`config.mk`:
```
export PLATFORM = sky130hd
export DESIGN_NAME = mem_port_arbiter_flat
export DESIGN_NICKNAME = d
export VERILOG_FILES = /design/src/rtl/mem_port_arbiter_if.sv /design/src/rtl/mem_port_arbiter.sv /design/src/flat_wrapper.sv
export SDC_FILE = /design/constraint.sdc
export NUM_CORES = 1
export LEC_CHECK = 0
export CORE_UTILIZATION = 39
export DETAILED_ROUTE_END_ITERATION = 10
export GPL_TIMING_DRIVEN = 1
export MAX_ROUTING_LAYER = met4
export PLACE_DENSITY = 0.8
export SLEW_MARGIN = 40
export SYNTH_ARGS = -nofsm -noshare
export SYNTH_HDL_FRONTEND = slang
export SYNTH_SLANG_ARGS = --single-unit
```
`constraint.sdc`:
```
create_clock -name clk -period 2.3 [get_ports clk]
set_clock_uncertainty 0.15 [all_clocks]
set_input_delay 0.345 -clock clk [delete_from_list [all_inputs] [get_ports clk]]
set_output_delay 0.345 -clock clk [all_outputs]
set_load 0.02 [all_outputs]
```
`src/rtl/mem_port_arbiter_if.sv`:
```
// rtl/mem_port_arbiter_if.sv - requester and memory-port bundle for mem_port_arbiter
//
// Purpose: groups the fetch (I) requester, data (D) requester and memory-port
// signals of the unified-memory arbiter into one bundle.
// Modports:
//   slave  - arbiter side: takes requests and memRdata, drives responses,
//            stall lines and the memory command.
//   master - environment side (requesters plus memory), the mirror image.
// Signals:
//   iReq/iAddr            fetch request, held until iValid
//   iRdata/iValid/iStall  fetch response, completion pulse, stall
//   dReq/dWe/dAddr/dWdata data request, held until dValid
//   dRdata/dValid/dStall  data response, completion pulse, stall
//   memEn/memWe/memAddr/memWdata  memory command
//   memRdata              memory read data, valid in the last access cycle
interface mem_port_arbiter_if #(
    parameter int ADDR_W = 32,
    parameter int DATA_W = 32
);
    logic              iReq;
    logic [ADDR_W-1:0] iAddr;
    logic [DATA_W-1:0] iRdata;
    logic              iValid;
    logic              iStall;

    logic              dReq;
    logic              dWe;
    logic [ADDR_W-1:0] dAddr;
    logic [DATA_W-1:0] dWdata;
    logic [DATA_W-1:0] dRdata;
    logic              dValid;
    logic              dStall;

    logic              memEn;
    logic              memWe;
    logic [ADDR_W-1:0] memAddr;
    logic [DATA_W-1:0] memWdata;
    logic [DATA_W-1:0] memRdata;

    modport slave (
        input  iReq, iAddr, dReq, dWe, dAddr, dWdata, memRdata,
        output iRdata, iValid, iStall, dRdata, dValid, dStall,
               memEn, memWe, memAddr, memWdata
    );

    modport master (
        output iReq, iAddr, dReq, dWe, dAddr, dWdata, memRdata,
        input  iRdata, iValid, iStall, dRdata, dValid, dStall,
               memEn, memWe, memAddr, memWdata
    );
endinterface

```
`src/rtl/mem_port_arbiter.sv`:
```
// rtl/mem_port_arbiter.sv - fixed-priority I/D arbiter for a single-ported fixed-latency memory
//
// Purpose: shares one memory between instruction fetch (I) and the data
// stage (D). One access at a time: IDLE -> ACCESS (LATENCY cycles) -> DONE
// (one-cycle valid pulse) -> IDLE. D wins ties unless I has been passed over
// STARVE_LIMIT times in a row, in which case I is forced.
// Ports:
//   clk  - rising-edge clock
//   rst  - asynchronous active-low reset
//   bus  - mem_port_arbiter_if.slave (requesters, responses, memory port)
module mem_port_arbiter #(
    parameter int ADDR_W       = 32,
    parameter int DATA_W       = 32,
    parameter int LATENCY      = 2,
    parameter int STARVE_LIMIT = 4
) (
    input  logic              clk,
    input  logic              rst,
    mem_port_arbiter_if.slave bus
);
    localparam logic [1:0] IDLE   = 2'd0;
    localparam logic [1:0] ACCESS = 2'd1;
    localparam logic [1:0] DONE   = 2'd2;

    localparam int CNT_W    = (LATENCY > 1) ? $clog2(LATENCY) : 1;
    localparam int STARVE_W = $clog2(STARVE_LIMIT + 1);

    localparam logic [CNT_W-1:0]    CNT_LOAD   = CNT_W'(LATENCY - 1);
    localparam logic [STARVE_W-1:0] STARVE_MAX = STARVE_W'(STARVE_LIMIT);

    logic [1:0]          state;
    logic                ownerD;   // 1 = current access belongs to D
    logic                weReg;
    logic [ADDR_W-1:0]   addrReg;
    logic [DATA_W-1:0]   wdataReg;
    logic [DATA_W-1:0]   rdataReg;
    logic [CNT_W-1:0]    cnt;
    logic [STARVE_W-1:0] starve;   // consecutive D grants while I waited

    logic anyReq;
    logic grantD;

    always_comb begin
        anyReq = bus.iReq | bus.dReq;
        // D wins unless I has waited through STARVE_LIMIT D grants.
        grantD = bus.dReq & (~bus.iReq | (starve != STARVE_MAX));
    end

    always_ff @(posedge clk or negedge rst) begin
        if (!rst) begin
            state    <= IDLE;
            ownerD   <= 1'b0;
            weReg    <= 1'b0;
            addrReg  <= '0;
            wdataReg <= '0;
            rdataReg <= '0;
            cnt      <= '0;
            starve   <= '0;
        end else begin
            case (state)
                IDLE: begin
                    if (anyReq) begin
                        ownerD   <= grantD;
                        weReg    <= grantD & bus.dWe;
                        addrReg  <= grantD ? bus.dAddr : bus.iAddr;
                        wdataReg <= grantD ? bus.dWdata : '0;
                        cnt      <= CNT_LOAD;
                        state    <= ACCESS;
                        if (grantD && bus.iReq) begin
                            if (starve != STARVE_MAX) begin
                                starve <= starve + STARVE_W'(1);
                            end
                        end else begin
                            starve <= '0;
                        end
                    end
                end
                ACCESS: begin
                    if (cnt == '0) begin
                        // Writes keep the last read result visible.
                        if (!weReg) begin
                            rdataReg <= bus.memRdata;
                        end
                        state <= DONE;
                    end else begin
                        cnt <= cnt - CNT_W'(1);
                    end
                end
                DONE: begin
                    state <= IDLE;
                end
                default: begin
                    state <= IDLE;
                end
            endcase
        end
    end

    // Memory-side outputs decode from state, so reset drops them at once and
    // memRdata never reaches an output combinationally.
    assign bus.memEn    = (state == ACCESS);
    assign bus.memWe    = (state == ACCESS) & weReg;
    assign bus.memAddr  = addrReg;
    assign bus.memWdata = wdataReg;

    assign bus.iValid = (state == DONE) & ~ownerD;
    assign bus.dValid = (state == DONE) & ownerD;
    assign bus.iRdata = rdataReg;
    assign bus.dRdata = rdataReg;

    // Stall releases in the DONE cycle so the requester advances on that edge.
    assign bus.iStall = bus.iReq & ~bus.iValid;
    assign bus.dStall = bus.dReq & ~bus.dValid;
endmodule
```
`src/flat_wrapper.sv`:
```
// flat-port wrapper written by rule: the top's interface ports become plain ports
module mem_port_arbiter_flat 
#(
    parameter int ADDR_W       = 32,
    parameter int DATA_W       = 32,
    parameter int LATENCY      = 2,
    parameter int STARVE_LIMIT = 4
)
  (clk, rst, bus_iReq, bus_iAddr, bus_dReq, bus_dWe, bus_dAddr, bus_dWdata, bus_memRdata, bus_iRdata, bus_iValid, bus_iStall, bus_dRdata, bus_dValid, bus_dStall, bus_memEn, bus_memWe, bus_memAddr, bus_memWdata);
  mem_port_arbiter_if #(.ADDR_W(ADDR_W), .DATA_W(DATA_W)) bus_i ();
  input  logic clk;
  input  logic rst;
  input wire logic [$bits(bus_i.iReq)-1:0] bus_iReq;
  input wire logic [$bits(bus_i.iAddr)-1:0] bus_iAddr;
  input wire logic [$bits(bus_i.dReq)-1:0] bus_dReq;
  input wire logic [$bits(bus_i.dWe)-1:0] bus_dWe;
  input wire logic [$bits(bus_i.dAddr)-1:0] bus_dAddr;
  input wire logic [$bits(bus_i.dWdata)-1:0] bus_dWdata;
  input wire logic [$bits(bus_i.memRdata)-1:0] bus_memRdata;
  output wire logic [$bits(bus_i.iRdata)-1:0] bus_iRdata;
  output wire logic [$bits(bus_i.iValid)-1:0] bus_iValid;
  output wire logic [$bits(bus_i.iStall)-1:0] bus_iStall;
  output wire logic [$bits(bus_i.dRdata)-1:0] bus_dRdata;
  output wire logic [$bits(bus_i.dValid)-1:0] bus_dValid;
  output wire logic [$bits(bus_i.dStall)-1:0] bus_dStall;
  output wire logic [$bits(bus_i.memEn)-1:0] bus_memEn;
  output wire logic [$bits(bus_i.memWe)-1:0] bus_memWe;
  output wire logic [$bits(bus_i.memAddr)-1:0] bus_memAddr;
  output wire logic [$bits(bus_i.memWdata)-1:0] bus_memWdata;
  assign bus_i.iReq = bus_iReq;
  assign bus_i.iAddr = bus_iAddr;
  assign bus_i.dReq = bus_dReq;
  assign bus_i.dWe = bus_dWe;
  assign bus_i.dAddr = bus_dAddr;
  assign bus_i.dWdata = bus_dWdata;
  assign bus_i.memRdata = bus_memRdata;
  assign bus_iRdata = bus_i.iRdata;
  assign bus_iValid = bus_i.iValid;
  assign bus_iStall = bus_i.iStall;
  assign bus_dRdata = bus_i.dRdata;
  assign bus_dValid = bus_i.dValid;
  assign bus_dStall = bus_i.dStall;
  assign bus_memEn = bus_i.memEn;
  assign bus_memWe = bus_i.memWe;
  assign bus_memAddr = bus_i.memAddr;
  assign bus_memWdata = bus_i.memWdata;
  mem_port_arbiter #(.ADDR_W(ADDR_W), .DATA_W(DATA_W), .LATENCY(LATENCY), .STARVE_LIMIT(STARVE_LIMIT)) u_core (.clk(clk), .rst(rst), .bus(bus_i));
endmodule
```
==> out/results.ini <==
[status]
status = finished clean

[synthesis]
synth_warnings = 0
synth_top_family_by_area = simple AND/OR/NAND/NOR gates
seq_area_frac_synth = 0.528
synth.net_count = 575
synth_mux_area_frac = 0.0751
synthCells = 440
yosysTopAreaCellShare = 0.528
ys_ff_latch = 104
synth_top_area_cell = dfrtp_1
syn_area_um2 = 4930
synthAdderAreaFrac = 0.00507
synth_area_leaders = dfrtp_1, mux2_2, a221o_1
synth_xor_area_frac = 0
postSynthAreaPerCell_um2 = 11.2
synth_compound_area_frac = 0.104
synthDistinctLibCells = 30
synthSimpleGateAreaFrac = 0.165

[timing]
max-slew-margin-rel = 0.618
rsz0062_at_grt = false
holdWs_ns = 0.361
worstMarginPinSlew_ns = 0.573
finalHoldViolCount = 0
fmax_mhz = 458
fin_setup_tns_ns = 0
period_share = 0.950
fin_crit_ns = 2.19
setup_viol = 0
drv_slew = 0

[final_layout]
areaGrowthSynthToFinish_pct = 59.2
layout-drive-gt1-share = 0.104
design_area_um2 = 7850
layout_commonest_cell = clkdlybuf4s50_1
nNetsFinal = 796
fin_util = 0.645
final_cell_mix = clkdlybuf4s50_1, dfrtp_1, inv_1
n_antenna_cell = 0

[critical_path]
startpoint = u_core.state[1]
reg2reg_depth = 6
max_stage_delay_ns = 0.63
path_cells = nor3b_2, nor2b_1, clkdlybuf4s50_1
path_buf_inv = 1
critPathMaxFanout = 4
r2r_start = u_core.starve[0]
critical_path_class = register to output pin
r2r-end = u_core.bus.memAddr[27]
cp_slowest_cell = clkdlybuf4s50_1
crit_required_ns = 1.80
endpoint_kind = output pin
reg2reg_slack_ns = 0.48
crit_cells = 3
endpoint = bus_dStall
critPathLaunchType = register
arrival_ns = 1.69
cp_top_family = buffers and inverters

[floorplanning]
dieArea_um2 = 13100
start_util = 0.406
coreArea_um2 = 12200
die_w_um = 114
die_y_um = 114
num_rows = 40
io-pin-count = 267

[global_routing]
grt_usage = 0.232
grt_overflow_total = 0
grt_first_pass_wirelength_mm = 22.6
antenna_found_initial = 0
grt_max_degree = 56
grt_pass1_vias = 4388

[place]
dp_hpwl_mm = 10.7
place_congestion = 0.810
portBuffers = 266
postPlaceCellArea_um2 = 7520

[hold_path]
hold_class = register to register

[drt]
drt_iter0_drc = 255
via_count = 4392
drt_wl_total_mm = 14.7
avgViaCountPerCell = 5.27
wl_per_cell_um = 17.6
drt_first_pass_iters = 4
ant_nets = 0
drc_errors = 0

[cts]
h-tree-depth = 3
numCtsBuffers = 9
cts_sinks = 104
worstSkewPairLatency_ns = 0.34
root_buffer = clkbuf_16
clk_pin_slew_ns = 0.07
clockBufferDepth = 2
tritoncts = yes
cts_setup_buffers = 0

[run]
cap_violations = 0

[power]
leakage_nw = 3.40
ir_drop_mv = 0.563
powerDensity_nw_per_um2 = 1430
total_power_mw = 11.2

==> worst min path at each step <==
| stage | startpoint | end | slack (ns) | cells after the start |
|---|---|---|---|---|
| after detailed placement | rst | u_core.bus.memAddr[19] | 0.24 | 1 |
| after global routing | u_core.bus.memAddr[22] | u_core.bus.memAddr[22] | 0.39 | 1 |
| after global placement | rst | u_core.bus.memAddr[18] | 0.23 | 1 |
| after floorplan | rst | u_core.bus.dRdata[0] | -0.10 | 0 |
| final | u_core.bus.memAddr[6] | u_core.bus.memAddr[6] | 0.36 | 1 |
| after CTS | u_core.bus.memAddr[6] | u_core.bus.memAddr[6] | 0.37 | 1 |
==> state kept, by name, summed over array words and instances, names as in the netlist <==
| register | count |
|---|---|
| u_core.bus.memAddr | 32 |
| u_core.state | 2 |
| u_core.cnt | 1 |
| u_core.weReg | 1 |
| u_core.ownerD | 1 |
| u_core.starve | 3 |
| u_core.bus.memWdata | 32 |
| u_core.bus.dRdata | 32 |
==> cells in the mapped netlist <==
cell,count
nor2b_1,2
o21ai_1,20
ha_1,2
mux2i_1,1
o21ai_0,14
nor3b_1,2
and2_1,2
and3_1,32
mux2_1,2
buf_6,5
buf_1,2
buf_2,9
mux2_2,30
nand4b_1,1
nand3_1,2
o311ai_0,1
inv_1,38
clkbuf_1,21
nand2_1,7
o22ai_1,1
buf_4,37
nor2_1,3
o2bb2ai_1,1
and4_1,32
or2_1,1
nor3_2,1
a221o_1,32
nand4_1,33
nand2b_1,2
dfrtp_1,104
==> per-stage QoR <==
| step | instances | setup slack, ns |
|---|---|---|
| global placement | 817 | 0.125 |
| finish | 834 | 0.115 |
| detailed placement | 817 | 0.119 |
| CTS | 834 | 0.00693 |
| global route | 834 | 0.0123 |
| floorplan | 440 | 0.569 |
==> report_power, final <==
| group | switching, mW | leakage (nW) | internal, mW |
|---|---|---|---|
| sequential | 0.606 | 1.28 | 2.71 |
| combinational | 3.15 | 1.97 | 3.17 |
| clock | 0.669 | 0.149 | 0.906 |
| total | 4.43 | 3.40 | 6.79 |
==> worst register-to-register path, stage by stage (launching register included) <==
cell     delay [ns]
dfrtp_1        0.39
inv_1          0.09
ha_1           0.19
nand3_2        0.10
buf_4          0.25
and4_1         0.26
a221o_1        0.26
==> cells by family (layout without fill, tap and decap cells) <==
group | Yosys count | count (layout)
AND/OR/NAND/NOR | 120 | 120
AO/OA/AOI/OAI | 69 | 69
adder cells (fa/ha/maj) | 2 | 2
flip-flops | 104 | 104
multiplexers | 33 | 33
buffers and inverters | 112 | 338
==> layout make-up <==
type | count | area (µm²)
fill | 938 | 4310
sequential | 104 | 2600
inverter | 38 | 143
clock inverter | 4 | 51.3
clock buffer | 12 | 256
tap | 168 | 210
multi-input combinational | 224 | 1750
timing repair buffer | 284 | 2840
==> repair_timing <==
| item | in CTS | in global routing |
|---|---|---|
| pin swaps | 0 | 0 |
| hold endpoints to repair | 38 | 0 |
| hold buffers | 1 | 0 |
| endpoints found under the setup margin | 3 | 3 |
| resized for setup | 2 | 4 |
==> layer usage <==
metal	up-vias	share of wire	GRT usage
met3	35	0.059	0.0439
li1	2020	-	-
met2	185	0.50	0.381
met4	0	0.033	0.110
met1	2152	0.41	0.275
met5	-	0	-
(Power assumes the default switching activity.)
